<file path="config.mk">
export PLATFORM = sky130hd
export DESIGN_NAME = wb_gpio_bank
export DESIGN_NICKNAME = d
export VERILOG_FILES = /design/src/rtl/wb_gpio_pkg.sv /design/src/rtl/btn_debounce.sv /design/src/rtl/wb_gpio_bank.sv
export SDC_FILE = /design/constraint.sdc
export NUM_CORES = 1
export LEC_CHECK = 0
export BUFFER_PORTS_ARGS = -buffer_cell sky130_fd_sc_hd__clkbuf_2
export CAP_MARGIN = 5
export CORE_MARGIN = 5
export CORE_UTILIZATION = 40
export DETAILED_ROUTE_END_ITERATION = 10
export HOLD_SLACK_MARGIN = 0.03
export PLACE_DENSITY = 0.67
export SLEW_MARGIN = 5
export SYNTH_ARGS = -nofsm -noshare
export SYNTH_HDL_FRONTEND = slang
export SYNTH_SLANG_ARGS = --single-unit
</file>
<file path="constraint.sdc">
create_clock -name clk -period 2.5 [get_ports clk]
set_input_delay 0.375 -clock clk [delete_from_list [all_inputs] [get_ports clk]]
set_output_delay 0.375 -clock clk [all_outputs]
set_load 0.02 [all_outputs]
</file>
<file path="src/rtl/wb_gpio_pkg.sv">
// rtl/wb_gpio_pkg.sv - register map and field limits for the Wishbone GPIO bank
package wb_gpio_pkg;

    localparam int MAX_BTN = 16;
    localparam int MAX_LED = 16;

    localparam logic [31:0] OFS_LED_OUT    = 32'h00;
    localparam logic [31:0] OFS_LED_OE     = 32'h04;
    localparam logic [31:0] OFS_BTN_STATE  = 32'h08;
    localparam logic [31:0] OFS_IRQ_STATUS = 32'h0C;
    localparam logic [31:0] OFS_IRQ_EN     = 32'h10;
    localparam logic [31:0] WINDOW_BYTES   = 32'h14;

    typedef enum logic [2:0] {
        REG_LED_OUT    = 3'd0,
        REG_LED_OE     = 3'd1,
        REG_BTN_STATE  = 3'd2,
        REG_IRQ_STATUS = 3'd3,
        REG_IRQ_EN     = 3'd4
    } reg_sel_e;

    // Offset is relative to the base; anything below the base wraps to a huge value and misses.
    function automatic logic addr_hit(input logic [31:0] ofs);
        return (ofs < WINDOW_BYTES) && (ofs[1:0] == 2'b00);
    endfunction

endpackage

</file>
<file path="src/rtl/btn_debounce.sv">
// rtl/btn_debounce.sv - two-flop synchroniser followed by a counter debouncer for one button
module btn_debounce #(
    parameter int DEBOUNCE_CYCLES = 16
) (
    input  logic clk,
    input  logic reset,
    input  logic btn,
    output logic state,
    output logic rise
);

    localparam int CW = (DEBOUNCE_CYCLES > 1) ? $clog2(DEBOUNCE_CYCLES) : 1;
    localparam logic [CW-1:0] LAST = CW'(DEBOUNCE_CYCLES - 1);

    logic          sync1;
    logic          sync2;
    logic [CW-1:0] cnt;
    logic          expire;

    assign expire = (sync2 != state) && (cnt == LAST);
    assign rise   = expire && sync2;

    always_ff @(posedge clk) begin
        if (reset) begin
            sync1 <= 1'b0;
            sync2 <= 1'b0;
            state <= 1'b0;
            cnt   <= '0;
        end else begin
            sync1 <= btn;
            sync2 <= sync1;
            if (sync2 == state) begin
                cnt <= '0;
            end else if (expire) begin
                state <= sync2;
                cnt   <= '0;
            end else begin
                cnt <= cnt + CW'(1);
            end
        end
    end

endmodule

</file>
<file path="src/rtl/wb_gpio_bank.sv">
// rtl/wb_gpio_bank.sv - Wishbone slave with LED outputs, debounced buttons and edge interrupts
module wb_gpio_bank
    import wb_gpio_pkg::*;
#(
    parameter logic [31:0] BASE_ADDR       = 32'h3000_0000,
    parameter int          N_BTN           = 4,
    parameter int          N_LED           = 8,
    parameter int          DEBOUNCE_CYCLES = 16
) (
    input  logic             clk,
    input  logic             reset,
    input  logic             i_wb_cyc,
    input  logic             i_wb_stb,
    input  logic             i_wb_we,
    input  logic [31:0]      i_wb_addr,
    input  logic [31:0]      i_wb_data,
    output logic             o_wb_ack,
    output logic [31:0]      o_wb_data,
    input  logic [N_BTN-1:0] buttons,
    output logic [N_LED-1:0] leds,
    output logic [N_LED-1:0] led_enb,
    output logic             irq
);

    logic [N_LED-1:0] led_out;
    logic [N_LED-1:0] led_oe;
    logic [N_BTN-1:0] irq_status;
    logic [N_BTN-1:0] irq_en;
    logic [N_BTN-1:0] btn_state;
    logic [N_BTN-1:0] btn_rise;

    logic [31:0] offset;
    logic        hit;
    reg_sel_e    sel;
    logic        acc;
    logic        wr;
    logic [31:0] rd_word;
    logic [N_BTN-1:0] status_clr;
    logic        unused_wdata;

    assign unused_wdata = ^i_wb_data;

    for (genvar i = 0; i < N_BTN; i++) begin : g_btn
        btn_debounce #(
            .DEBOUNCE_CYCLES(DEBOUNCE_CYCLES)
        ) u_debounce (
            .clk  (clk),
            .reset(reset),
            .btn  (buttons[i]),
            .state(btn_state[i]),
            .rise (btn_rise[i])
        );
    end

    assign offset = i_wb_addr - BASE_ADDR;
    assign hit    = addr_hit(offset);
    assign sel    = reg_sel_e'(offset[4:2]);
    assign acc    = i_wb_cyc && i_wb_stb && !o_wb_ack;
    assign wr     = acc && i_wb_we && hit;

    always_comb begin
        rd_word    = '0;
        status_clr = '0;
        if (hit) begin
            case (sel)
                REG_LED_OUT:    rd_word = 32'(led_out);
                REG_LED_OE:     rd_word = 32'(led_oe);
                REG_BTN_STATE:  rd_word = 32'(btn_state);
                REG_IRQ_STATUS: rd_word = 32'(irq_status);
                REG_IRQ_EN:     rd_word = 32'(irq_en);
                default:        rd_word = '0;
            endcase
        end
        if (wr && sel == REG_IRQ_STATUS) begin
            status_clr = i_wb_data[N_BTN-1:0];
        end
    end

    always_ff @(posedge clk) begin
        if (reset) begin
            o_wb_ack   <= 1'b0;
            o_wb_data  <= '0;
            led_out    <= '0;
            led_oe     <= '0;
            irq_status <= '0;
            irq_en     <= '0;
            irq        <= 1'b0;
        end else begin
            o_wb_ack  <= acc;
            o_wb_data <= (acc && !i_wb_we) ? rd_word : '0;
            if (wr && sel == REG_LED_OUT) led_out <= i_wb_data[N_LED-1:0];
            if (wr && sel == REG_LED_OE)  led_oe  <= i_wb_data[N_LED-1:0];
            if (wr && sel == REG_IRQ_EN)  irq_en  <= i_wb_data[N_BTN-1:0];
            // A fresh rising edge outranks a same-cycle clear so no event is lost.
            irq_status <= (irq_status & ~status_clr) | btn_rise;
            irq        <= |(irq_status & irq_en);
        end
    end

    assign leds    = led_out;
    assign led_enb = ~led_oe;

endmodule

</file>
## Yosys cells after proc, flatten, opt, wreduce, memory -nomap -nowiden

Index checks and enable logic that the tools add are counted.

- Bits in registers: 86
- Input port bits: 73
- Output and inout bits: 50
- Word-level logic and storage cells: 90

- $add $sub $neg: 5
- Magnitude comparators: 1
- Equal/unequal tests: 16
- Muxes and demuxes: 2
- Bitwise operators: 11
- Reduce and logical (&&, ||, !) cells: 32

Operators with widths:

| cell | count |
|---|---|
| $pmux W8 S5 | 1 |
| $lt A32 B5 Y1 const B | 1 |
| $sub A32 B30 Y32 const B | 1 |
| $logic_and A1 B1 Y1 | 18 |
| $add A4 B1 Y4 const B | 4 |
| $eq A4 B4 Y1 const B | 4 |
| $reduce_or A3 Y1 | 5 |
| $and A4 B4 Y4 | 2 |
| $not A8 Y8 | 1 |
| $reduce_and A2 Y1 | 4 |
| $eq A3 B2 Y1 const B | 2 |
| $not A1 Y1 | 6 |
| $eq A1 B1 Y1 | 4 |
| $mux W4 | 1 |
| $ne A1 B1 Y1 | 4 |
| $not A4 Y4 | 1 |
| $or A4 B4 Y4 | 1 |
| $reduce_or A4 Y1 | 1 |
| $eq A3 B1 Y1 const B | 1 |
| $eq A3 B3 Y1 const B | 1 |
| $logic_not A3 Y1 | 1 |
| $logic_not A1 Y1 | 2 |
| $logic_not A2 Y1 | 1 |

## Depth between registers and ports, before layout

Gate-level depths: netlist of run 1.

- Word-level depth: 9
- Depth in mapped cells: 6
- Gate-level depth less buffers: 5

## Hierarchy

Synthesis of run 1 repeated with hierarchy kept, for this count alone.

- Cell total of the unflattened synthesis: 295
- Area total of the unflattened synthesis: 2,910.3 µm²

By module, submodules not included:

| module | times used | cells each | area each (µm²) | sequential area each (µm²) |
|---|---|---|---|---|
| wb_gpio_bank | 1 | 199 | 1,889.3 | 680.7 |
| btn_debounce | 4 | 24 | 255.2 | 140.1 |

## Worst setup path before layout of run 1

OpenSTA, ideal clock, no wires.

- Kind: input-to-reg
- Start: input i_wb_addr[27]
- End: register led_out[0] (netlist: leds[0])
- Setup time: 0.123 ns
- Arrival time: 1.557 ns
- Required time: 2.377 ns
- Slack: 0.820 ns
- Stages: 4
- Path buffers: 0
- Cells stage by stage: or4_4 > nor3_4 > nand4_4 > mux2i_1

- Cells in the longest elaborated chain, start to end: 5

Ends and longest elaborated chain:

| element | RTL line | RTL |
|---|---|---|
| from (decl) | wb_gpio_bank.sv:15 | `input logic [31:0] i_wb_addr,` |
| $sub A32 B30 Y32 | wb_gpio_bank.sv:55 | `assign offset = i_wb_addr - BASE_ADDR;` |
| $lt A32 B5 Y1 | wb_gpio_pkg.sv:24 | `return (ofs < WINDOW_BYTES) && (ofs[1:0] == 2'b00);` |
| $logic_and A1 B1 Y1 | wb_gpio_pkg.sv:24 |  |
| $logic_and A1 B1 Y1 | wb_gpio_bank.sv:59 | `assign wr = acc && i_wb_we && hit;` |
| $logic_and A1 B1 Y1 | wb_gpio_bank.sv:91 | `if (wr && sel == REG_LED_OUT) led_out <= i_wb_data[N_LED-1:0];` |
| to (signal assigned) | wb_gpio_bank.sv:91 |  |
| to (decl) | wb_gpio_bank.sv:25 | `logic [N_LED-1:0] led_out;` |

Every way passes these cells.
A chain may end at the register's enable or synchronous reset.

## Final worst setup path of run 1

- Start: input i_wb_addr[27]
- End: register o_wb_data[7]

- Cells in the longest elaborated chain, start to end: 5

Ends and longest elaborated chain:

| element | RTL line | RTL |
|---|---|---|
| $sub A32 B30 Y32 | wb_gpio_bank.sv:55 |  |
| $lt A32 B5 Y1 | wb_gpio_pkg.sv:24 |  |
| $logic_and A1 B1 Y1 | wb_gpio_pkg.sv:24 |  |
| $not A1 Y1 (no line) | n/a |  |
| $reduce_or A3 Y1 (no line) | n/a |  |
| to (signal assigned) | wb_gpio_bank.sv:90 | `o_wb_data <= (acc && !i_wb_we) ? rd_word : '0;` |
| to (decl) | wb_gpio_bank.sv:18 | `output logic [31:0] o_wb_data,` |

Every way passes these cells.

==> flow_metrics.env, run 1 <==
export IMPL_worstPathRequired_ns=2.74
export IMPL_grt_pass1_vias=2185
export IMPL_io_buffers=74
export IMPL_cts_hold_buffers=0
export IMPL_drive_gt1_frac=0.265
export IMPL_end_kind="flip-flop"
export IMPL_multi_input_area_mm2=0.00145
export IMPL_wl_per_cell_um=13.0
export IMPL_synth_area_mm2=0.00287
export IMPL_cts_buffer_depth=2
export IMPL_p_int_mw=1.53
export IMPL_die_y_um=94.7
export IMPL_post_route_min_period_ns=1.61
export IMPL_numCtsBuffers=9
export IMPL_synth_cell_types=36
export IMPL_wl_mm=6.11
export IMPL_synth_seq_area_share=0.433
export IMPL_cts_root_buf="clkbuf_8"
export IMPL_grt_overflow=0
export IMPL_power_switching_mw=0.455
export IMPL_clockPowerShare=0.423
export IMPL_avgSynthCellArea_um2=9.76
export IMPL_nets=446
export IMPL_drv_cap=0
export IMPL_post_synth_inst_count=294
export IMPL_routabilityCongestion=0.789
export IMPL_antenna_found_initial=0
export IMPL_hold_path_class="in -> reg"
export IMPL_grt_pass1_wl_mm=9.87
export IMPL_drt_pass1_iterations=4
export IMPL_comb_power_share=0.074
export IMPL_hold_viol=0
export IMPL_h_tree_depth=3
export IMPL_drtIter0Drc=60
export IMPL_final_antenna_net_count=0
export IMPL_power_density_mw_per_mm2=579
export IMPL_finalCritPeriodShare=0.645
export IMPL_fillerInstances=651
export IMPL_cts_num_sinks=62
export IMPL_viasPerCell=4.81
export IMPL_final_util=0.499
export IMPL_vias=2255
export IMPL_regArea_mm2=0.00124
export IMPL_insertion_delay_ns=0.33
export IMPL_path_class="in -> reg"
export IMPL_cts_tree="done"
export IMPL_cts_resized=0
export IMPL_fin_skew_ns=0.00846
export IMPL_worst_path_max_fanout=8
export IMPL_cp_start_kind="input port"
export IMPL_irDropWorstVdd_uv=276
export IMPL_area_growth_pct=19.6
export IMPL_setup_viol=0
export IMPL_p_leak_nw=1.60
export IMPL_setup_tns_ns=0
export IMPL_switching_share=0.229
export IMPL_cts_setup_buffers=0
export IMPL_max_freq_ghz=0.620
export IMPL_grt_usage=0.141
export IMPL_critPathArrivalTime_ns=1.85
export IMPL_synth_seq_cells=62
export IMPL_holdWs_ns=0.249
export IMPL_seqPwrFrac=0.504
export IMPL_boundaryPins=123
export IMPL_start_util=0.418
export IMPL_rows=30
export IMPL_path_clk_slew_ns=0.06
export IMPL_antenna_cells=0
export IMPL_die_area_mm2=0.00897
export IMPL_status="finished clean"
export IMPL_ys_warn_count=0
export IMPL_coreArea_mm2=0.00687
export IMPL_slew_violations=0
export IMPL_hpwlAfterDp_mm=4.62
export IMPL_die_width_um=94.7
export IMPL_drc_errors=0
export IMPL_rsz0062_at_grt="no"
export IMPL_grt_max_degree=55
[flip-flops by register name (all words and copies together) (netlist names)]
signal                  flops
g_btn.u_debounce.cnt       16
led_oe                      8
leds                        8
o_wb_data                   8
g_btn.u_debounce.state      4
g_btn.u_debounce.sync1      4
g_btn.u_debounce.sync2      4
irq_en                      4
irq_status                  4
irq                         1
o_wb_ack                    1
[power by group through the flow]
| stage | clock (mW) | combinational, mW | sequential [mW] |
|---|---|---|---|
| after floorplan | 0 | 0.120 | 1.02 |
| after global placement | 0 | 0.144 | 1.02 |
| after detailed placement | 0 | 0.146 | 1.02 |
| after CTS | 0.864 | 0.146 | 1.00 |
| after global routing | 0.909 | 0.160 | 1.00 |
| final | 0.840 | 0.146 | 1.00 |
[cells in the final DEF, fill, tap and decap left out, types with 2 or more instances in the layout]
cell type / netlist / layout
a211oi_1: 4 / 4
o22a_1: 4 / 4
nor3_1: 6 / 6
a22oi_1: 6 / 6
xor2_1: 4 / 4
a2bb2oi_1: 4 / 4
dfxtp_1: 62 / 62
xnor2_1: 8 / 8
clkinv_2: 0 / 2
nand4_4: 2 / 2
and3_1: 4 / 4
mux2i_1: 32 / 32
inv_1: 9 / 9
nor4_1: 7 / 7
and4_1: 3 / 3
conb_1: 1 / 24
nor2_1: 26 / 26
nand2_1: 4 / 4
nand2b_1: 28 / 28
buf_4: 24 / 3
nor2b_1: 15 / 15
nand3_1: 8 / 8
clkbuf_2: 0 / 74
ha_1: 4 / 4
clkbuf_8: 0 / 10
nor3b_1: 6 / 6
nor4_2: 2 / 2
[worst max-delay path, cell delays in order]
cell,delay [ns]
clkbuf_2,0.08
or4_4,0.54
nor4_1,0.28
nand3_2,0.28
nor4_1,0.29
[final timing paths]
check	end	from	slack, ns	depth (start not counted)
setup / recovery	o_wb_data[7]$_SDFF_PP0_	i_wb_addr[27]	0.89	5
hold / removal	g_btn[1].u_debounce.sync1$_SDFF_PP0_	buttons[1]	0.25	2
hold reg to reg	g_btn[1].u_debounce.sync2$_SDFF_PP0_	g_btn[1].u_debounce.sync1$_SDFF_PP0_	0.44	1
setup reg to reg	o_wb_data[7]$_SDFF_PP0_	o_wb_ack$_SDFF_PP0_	0.92	4
[stage by stage]
stage | power (mW) | area, µm² | std cells | setup slack, ns
final | 1.99 | 3430 | 469 | 0.888
after detailed placement | 1.17 | 3240 | 454 | 0.536
after global routing | 2.07 | 3430 | 469 | 0.783
after global placement | 1.17 | 3240 | 454 | 0.566
after CTS | 2.01 | 3430 | 469 | 0.866
after floorplan | 1.14 | 2960 | 317 | 0.820
[cells by family (layout without fill, tap and decap cells)]
family,count (synthesis),after routing,share of synthesized area
AO/OA/AOI/OAI,20,20,0.0541
buffers and inverters,45,101,0.0907
AND/OR/NAND/NOR,118,118,0.256
adder cells (fa/ha/maj),4,4,0.0174
flip-flops,62,62,0.433
XOR/XNOR,12,12,0.0366
multiplexers,32,32,0.112
other,1,24,0.00131
[final cells by class]
class	instances	area share
multi-input combinational	210	0.424
sequential	62	0.362
timing repair buffer	77	0.115
clock buffer	11	0.0412
tap	96	0.0350
clock inverter	4	0.0139
inverter	9	0.00985
[Yosys cell counts]
master | instances | share of area
a211oi_1 | 4 | 0.010
a21oi_1 | 1 | 0.0017
a22oi_1 | 6 | 0.016
a2bb2oi_1 | 4 | 0.012
and2_1 | 1 | 0.0022
and3_1 | 4 | 0.0087
and4_1 | 3 | 0.0092
buf_1 | 1 | 0.0013
buf_2 | 1 | 0.0017
buf_4 | 24 | 0.063
clkbuf_1 | 10 | 0.013
conb_1 | 1 | 0.0013
dfxtp_1 | 62 | 0.43
ha_1 | 4 | 0.017
inv_1 | 9 | 0.012
mux2i_1 | 32 | 0.11
nand2_1 | 4 | 0.0052
nand2b_1 | 28 | 0.061
nand3_1 | 8 | 0.014
nand3_2 | 1 | 0.0035
nand3b_1 | 1 | 0.0026
nand4_2 | 1 | 0.0044
nand4_4 | 2 | 0.015
nor2_1 | 26 | 0.034
nor2b_1 | 15 | 0.033
nor3_1 | 6 | 0.010
nor3_4 | 1 | 0.0057
nor3b_1 | 6 | 0.016
nor4_1 | 7 | 0.015
nor4_2 | 2 | 0.0087
nor4bb_1 | 1 | 0.0035
o21ai_0 | 1 | 0.0017
o22a_1 | 4 | 0.012
or4_4 | 1 | 0.0039
xnor2_1 | 8 | 0.024
xor2_1 | 4 | 0.012
[routing by layer]
metal	track usage	wire [µm]	vias up
li1	-	-	1112
met1	0.164	2450	1045
met2	0.235	3040	85
met3	0.0351	471	13
met4	0.0817	149	0
met5	0	0	-
(Power assumes the default switching activity.)
==> inputs of run 2 (changes only) <==
- clock period: 2.5 -> 1.54 ns (I/O delays scaled with it)
==> run 2 against run 1 <==
Against the previous run:
- clock-buffer cell count up 2
- global-route usage up 0.064 points
- core utilization is 2.0 points higher
- routed wire length is 1.5% lower
- sequential share of layout area decreased by 1.4 points
- die area did not move
- clock skew decreased by 0.0031 ns
- critical path depth decreased by 1
- worst setup slack got worse by 0.79 ns
- sequential power is 62% higher
- via count down 1.4%
- critical path type is now reg -> reg
- largest cell class unchanged
- largest power group unchanged
==> flow_metrics.env, run 2 (synthesis gave the netlist of run 1 again) <==
export IMPL_h_tree_depth=3
export IMPL_drt_pass1_iterations=4
export IMPL_post_route_min_period_ns=1.44
export IMPL_rows=30
export IMPL_status="finished clean"
export IMPL_wl_mm=6.01
export IMPL_slew_violations=0
export IMPL_fin_skew_ns=0.00539
export IMPL_max_freq_ghz=0.692
export IMPL_end_kind="flip-flop"
export IMPL_p_leak_nw=1.66
export IMPL_worstPathRequired_ns=1.75
export IMPL_final_common_cell="clkbuf_2"
export IMPL_boundaryPins=123
export IMPL_area_growth_pct=24.3
export IMPL_critPathArrivalTime_ns=1.66
export IMPL_grt_pass1_wl_mm=9.77
export IMPL_nets=456
export IMPL_die_area_mm2=0.00897
export IMPL_wl_per_cell_um=12.5
export IMPL_vias=2223
export IMPL_largest_register_ffs=16
export IMPL_setup_viol=0
export IMPL_reg2reg_depth=4
export IMPL_irDropWorstVdd_uv=488
export IMPL_power_density_mw_per_mm2=924
export IMPL_drc_errors=0
export IMPL_die_width_um=94.7
export IMPL_cts_num_sinks=62
export IMPL_grt_max_degree=55
export IMPL_grt_usage=0.142
export IMPL_numCtsBuffers=9
export IMPL_hold_depth=2
export IMPL_cts_setup_buffers=0
export IMPL_grt_overflow=0
export IMPL_antenna_found_initial=0
export IMPL_worst_path_max_fanout=8
export IMPL_setup_tns_ns=0
export IMPL_final_antenna_net_count=0
export IMPL_cts_root_buf="clkbuf_8"
export IMPL_fin_cells=480
export IMPL_dpl_cell_count=464
export IMPL_routabilityCongestion=0.771
export IMPL_io_buffers=74
export IMPL_viasPerCell=4.63
export IMPL_path_class="reg -> reg"
export IMPL_drtIter0Drc=94
export IMPL_cts_buffer_depth=2
export IMPL_final_cell_mix="74 x clkbuf_2, 62 x dfxtp_1, 32 x mux2i_1"
export IMPL_hold_path_class="in -> reg"
export IMPL_antenna_cells=0
export IMPL_drv_cap=0
export IMPL_drive_gt1_frac=0.297
export IMPL_cp_start_kind="flip-flop"
export IMPL_insertion_delay_ns=0.33
export IMPL_die_y_um=94.7
export IMPL_rsz0062_at_grt="yes"
export IMPL_hold_viol=0
export IMPL_regMostFlops="g_btn.u_debounce.cnt"
export IMPL_finalCritPeriodShare=0.938
export IMPL_path_clk_slew_ns=0.07
export IMPL_coreArea_mm2=0.00687
export IMPL_holdWs_ns=0.101
export IMPL_cts_tree="done"
export IMPL_start_util=0.418
export IMPL_grt_pass1_vias=2172
export IMPL_hpwlAfterDp_mm=4.67
-- run 2: cell count changes in the layout (fill, tap and decap cells not counted), sizes merged --
cell and delta:
clkinv -1, buf +10, clkbuf +2
-- run 2: final timing paths --
path | slack [ns] | end | start
max | 0.1 | led_oe[1]$_SDFFE_PP0P_ | o_wb_ack$_SDFF_PP0_
min | 0.10 | g_btn[1].u_debounce.sync1$_SDFF_PP0_ | buttons[1]
max reg2reg | 0.1 | led_oe[1]$_SDFFE_PP0P_ | o_wb_ack$_SDFF_PP0_
min reg2reg | 0.44 | g_btn[1].u_debounce.sync2$_SDFF_PP0_ | g_btn[1].u_debounce.sync1$_SDFF_PP0_
-- run 2: power breakdown --
group,internal [mW],switching (mW)
registers,1.62,0.00693
logic,0.103,0.147
clock network,0.834,0.586
-- run 2: metrics by stage --
step / worst slack (ns) / area (µm²) / util / total power [mW]
detailed placement: -0.267 / 3330 / 0.485 / 1.91
finish: 0.0954 / 3570 / 0.519 / 3.29
CTS: 0.00359 / 3540 / 0.516 / 3.33
global route: -0.00146 / 3570 / 0.519 / 3.45
floorplan: 0.00405 / 2960 / - / 1.85
global placement: -0.226 / 3330 / 0.485 / 1.91
-- run 2: cell type report --
| type | instances | area, µm² |
|---|---|---|
| fill | 654 | 3300 |
| inverter | 9 | 33.8 |
| clock buffer | 13 | 159 |
| clock inverter | 3 | 42.5 |
| multi-input combinational | 210 | 1490 |
| timing repair buffer | 87 | 480 |
| sequential | 62 | 1240 |
| tap | 96 | 120 |
-- run 2: per-layer routing --
metal / routed length [µm] / up-vias / GRT usage
li1: - / 1130 / -
met4: 122 / 0 / 0.0685
met2: 2950 / 76 / 0.235
met1: 2490 / 1007 / 0.167
met3: 450 / 10 / 0.0414
met5: 0 / - / 0
-- run 2: critical path, stage by stage, from the launching register on --
cell and delay [ns]:
dfxtp_1 0.31, nand3b_1 0.24, nor3_4 0.31, nand4_4 0.28, mux2i_1 0.18
-- run 2: repair_timing --
item | 4_1_cts | 5_1_grt
hold buffers | 0 | 0
cloned | 0 | 0
pin swaps | 0 | 3
endpoints found under the setup margin | 1 | 25
gates resized for setup | 2 | 4
